[src/rtl/sd_dnsizer_pkg.sv]
// ============================================================================
// Module : sd_dnsizer_pkg
// Brief  : Shared types for the sd_dnsizer width down-converter.
// Rev    : 1.0  initial release
// ============================================================================
`default_nettype none

package sd_dnsizer_pkg;

    typedef enum logic [0:0] {
        ST_EMPTY = 1'b0,
        ST_SEND  = 1'b1
    } dn_state_t;

endpackage : sd_dnsizer_pkg

`default_nettype wire

[src/rtl/sd_dnsizer.sv]
// ============================================================================
// Module : sd_dnsizer
// Brief  : Srdy/drdy width down-converter. It takes one wide word of up to
//          RATIO beats and emits the beats one per cycle, LSB beat first,
//          and marks the final beat with p_last.
// Rev    : 1.0  initial release
// ============================================================================
`default_nettype none

module sd_dnsizer
    import sd_dnsizer_pkg::*;
#(
    parameter int WIDTH = 8,
    parameter int RATIO = 4,
    localparam int CNTW = $clog2(RATIO)
) (
    input  logic                     clk,
    input  logic                     reset,
    input  logic                     c_srdy,
    output logic                     c_drdy,
    input  logic [WIDTH*RATIO-1:0]   c_data,
    input  logic [CNTW-1:0]          c_beats,
    output logic                     p_srdy,
    input  logic                     p_drdy,
    output logic [WIDTH-1:0]         p_data,
    output logic                     p_last
);

    localparam logic [CNTW-1:0] C_MAX_IDX = CNTW'(RATIO - 1);

    dn_state_t                    state_q, state_d;
    logic [RATIO-1:0][WIDTH-1:0]  data_q,  data_d;
    logic [CNTW-1:0]              last_q,  last_d;
    logic [CNTW-1:0]              idx_q,   idx_d;

    logic                         at_last;
    logic                         drain_last;
    logic                         load;
    logic [CNTW-1:0]              beats_clamped;

    assign at_last    = (idx_q == last_q);
    assign drain_last = (state_q == ST_SEND) && p_drdy && at_last;
    assign c_drdy     = (state_q == ST_EMPTY) || drain_last;
    assign load       = c_srdy && c_drdy;

    // A non-power-of-two RATIO leaves beat counts that name nonexistent beats.
    assign beats_clamped = (c_beats > C_MAX_IDX) ? C_MAX_IDX : c_beats;

    always_comb begin
        state_d = state_q;
        data_d  = data_q;
        last_d  = last_q;
        idx_d   = idx_q;
        case (state_q)
            ST_EMPTY: begin
                if (load) begin
                    state_d = ST_SEND;
                    data_d  = c_data;
                    last_d  = beats_clamped;
                    idx_d   = '0;
                end
            end
            ST_SEND: begin
                if (p_drdy) begin
                    if (!at_last) begin
                        idx_d = idx_q + CNTW'(1);
                    end else if (load) begin
                        // Refill on the draining beat so the output never bubbles.
                        data_d = c_data;
                        last_d = beats_clamped;
                        idx_d  = '0;
                    end else begin
                        state_d = ST_EMPTY;
                    end
                end
            end
            default: begin
                state_d = ST_EMPTY;
            end
        endcase
    end

    always_ff @(posedge clk or posedge reset) begin
        if (reset) begin
            state_q <= ST_EMPTY;
            last_q  <= '0;
            idx_q   <= '0;
        end else begin
            state_q <= state_d;
            last_q  <= last_d;
            idx_q   <= idx_d;
        end
    end

    // Payload is only ever read while SEND, so it carries no reset.
    always_ff @(posedge clk) begin
        data_q <= data_d;
    end

    assign p_srdy = (state_q == ST_SEND);
    assign p_data = data_q[idx_q];
    assign p_last = at_last && p_srdy;

endmodule : sd_dnsizer

`default_nettype wire

[config.mk]
export PLATFORM = sky130hd
export DESIGN_NAME = sd_dnsizer
export DESIGN_NICKNAME = d
export VERILOG_FILES = /design/src/rtl/sd_dnsizer_pkg.sv /design/src/rtl/sd_dnsizer.sv
export SDC_FILE = /design/constraint.sdc
export NUM_CORES = 1
export LEC_CHECK = 0
export CORE_MARGIN = 2
export CORE_UTILIZATION = 39
export DETAILED_ROUTE_END_ITERATION = 7
export PLACE_DENSITY = 0.69
export SLEW_MARGIN = 10
export SYNTH_ARGS = -nofsm -noshare
export SYNTH_HDL_FRONTEND = slang
export SYNTH_SLANG_ARGS = --single-unit
[constraint.sdc]
create_clock -name clk -period 4.6 [get_ports clk]
set_input_delay 1.38 -clock clk [delete_from_list [all_inputs] [get_ports clk]]
set_output_delay 1.38 -clock clk [all_outputs]
set_load 0.05 [all_outputs]
==> reports/metrics.csv <==
metric,value,unit
synth-to-layout area growth,39.5,%
depth of the CTS H-tree,2,
Final Power,1.40,mW
DP Area,2030,sq um
Max stage delay on crit path,550,ps
reg-to-reg critical path startpoint,idx_q[0],
Synth warnings,0,
HP Start,last_q[0],
CTS max path bufs,2,
GRT Resource Usage Total,14.8,%
Critical Path RT,3220,ps
global-route wire length before repair,4690,um
WP data arrival,2500,ps
DR vias/cell,5.08,
hpwl dp,2010,um
num ports,49,
"Setup violations, final",0,
Hold Path Class,flop to flop,
Synth Area per Inst,17.8,sq um
Post CTS Setup Buffer Count,0,
Gate Count Post-Synth,85,
"Distinct cells, synth",28,
DR vias,934,
RSZ-0062 raised after global routing,false,
Initial DRC Count,65,
Core Area,3690,sq um
hold slack,688,ps
IO buf count,48,
Root Buffer Master,clkbuf_8,
pin count of the biggest net entering global routing,33,
grt ovf,0,
syn nets,123,
CP startpoint kind,input port,
final clock skew,5.52,ps
crit path time final,3880,ps
Pleak,0.717,nW
crit-path leading delay family,buffers and inverters,
worst-path fanout max,5,
final wirelength,2830,um
max-slew violations,0,
GPL Wtd Cong,0.760,
Nets,173,
"Primary FF master, synth",edfxtp_1,
max_cap viols,0,
outcome,finished clean,
Die X,66.4,um
synthesized flop and latch total,37,
layout cells sized above 1,12.5,%
detailed-route wire length per cell,15.4,um
critical-path cell list,clkdlybuf4s50_1 > nand3_1 > nand2_1 > buf_4,
drt first pass iters,4,
initial antenna violation count,0,
"CTS clk-pin slew, worst paths",70,ps
mapped cell area,1520,sq um
Initial Util,41.1,%
Num CTS Buffers,5,
Pwr Density,660,nW/um^2
CP Launch Point,p_drdy,
die area,4400,sq um
DRC Markers,0,
die height,66.4,um
achievable frequency,258,MHz
Setup CP Type,input port to primary output,
fillers,322,
"most common cell after layout, fill and taps aside",clkdlybuf4s50_1,
Finished Cell Area,2120,sq um
worst skew pair latency,280,ps
post-CTS sizing,0,
Worst Tran Pin Value,1030,ps
"Seq/Total Area, Yosys",71.6,%
CP bufs+invs,2,
"Hold-fix buffers, CTS",0,
vias in the first global route,1035,
Antenna diodes,0,
CP max-delay cell,clkdlybuf4s50_1,
CTS Sinks,37,
"EDFF count, synth",32,
CTS tree,done,
Peak VDD IR,0.338,mV
post-synthesis async set-or-reset flop share,13.5,%
Hold Fails Final Rpt,0,
crit share post-route,84.3,%
sum of negative setup slack,0,ps
"commonest non-fill, non-tap cells in the layout","clkdlybuf4s50_1 (47), edfxtp_1 (32), mux4_2 (8)",
Slew HR,31.0,%
row count,22,
Final Util,57.4,%
Post-DRT Antenna Nets,0,
Crit. End Element,primary output,
-- Yosys cell counts, types with 2 or more instances --
| cell type | instances | area (sq um) |
|---|---|---|
| o211ai_1 | 3 | 22.5 |
| mux4_2 | 8 | 180 |
| inv_1 | 2 | 7.51 |
| nand2_1 | 7 | 26.3 |
| dfrtp_1 | 5 | 125 |
| a21oi_1 | 2 | 10.0 |
| edfxtp_1 | 32 | 961 |
| o21ai_0 | 2 | 10.0 |
| nor2b_1 | 4 | 25.0 |
| xnor2_1 | 2 | 17.5 |
-- cells by family after synthesis --
family / after synthesis / synth area share (%)
simple gates: 16 / 5.36
flops: 37 / 71.6
xor+xnor: 3 / 1.73
mux: 8 / 11.9
compound gates: 14 / 6.85
buf+inv: 7 / 2.56
-- through the flow --
step,cells,setup WS [ps]
finish,184,721
global route,184,544
CTS,184,701
detailed placement,176,715
global placement,176,768
floorplan,85,94.6
-- cell type report --
class | count | area (sq um) | area share, %
Tap cell | 48 | 60.1 | 2.84
Timing Repair Buffer | 48 | 478 | 22.6
Clock inverter | 3 | 12.5 | 0.591
Sequential cell | 37 | 1090 | 51.3
Inverter | 2 | 7.51 | 0.355
Multi-Input combinational cell | 41 | 403 | 19.0
Clock buffer | 5 | 68.8 | 3.25
-- metal layers --
metal	vias to the layer above	global-route usage, %	share of wire, %	routed length (um)
met3	4	4.43	6.8	193
met1	456	17.2	41	1150
met5	-	0	0	0
met2	35	25.1	51	1440
li1	439	-	-	-
met4	0	6.89	1.3	38
-- state kept, by name (all words and copies together), names as in the netlist --
name	count
data_q	32
idx_q	2
last_q	2
p_srdy	1
-- power breakdown --
group	total [mW]	internal, mW	switching [mW]
Sequential	0.545	0.461	0.0838
Clock	0.207	0.102	0.105
Combinational	0.644	0.262	0.382
-- worst min-delay path: stages (launching register included) --
cell	delay, ps
dfrtp_1	430
o211ai_1	120
o211ai_1	100
-- final timing paths --
| check | to | slack [ps] | depth (start not counted) |
|---|---|---|---|
| max | c_drdy | 720 | 4 |
| min | last_q[0] | 690 | 2 |
| max reg2reg | data_q[31] | 1880 | 3 |
| min reg2reg | last_q[0] | 690 | 2 |
| max in group asynchronous | last_q[0] | 3130 | 2 |
| min in group asynchronous | p_srdy | 1290 | 2 |
Power figures use the tool's default switching activity.
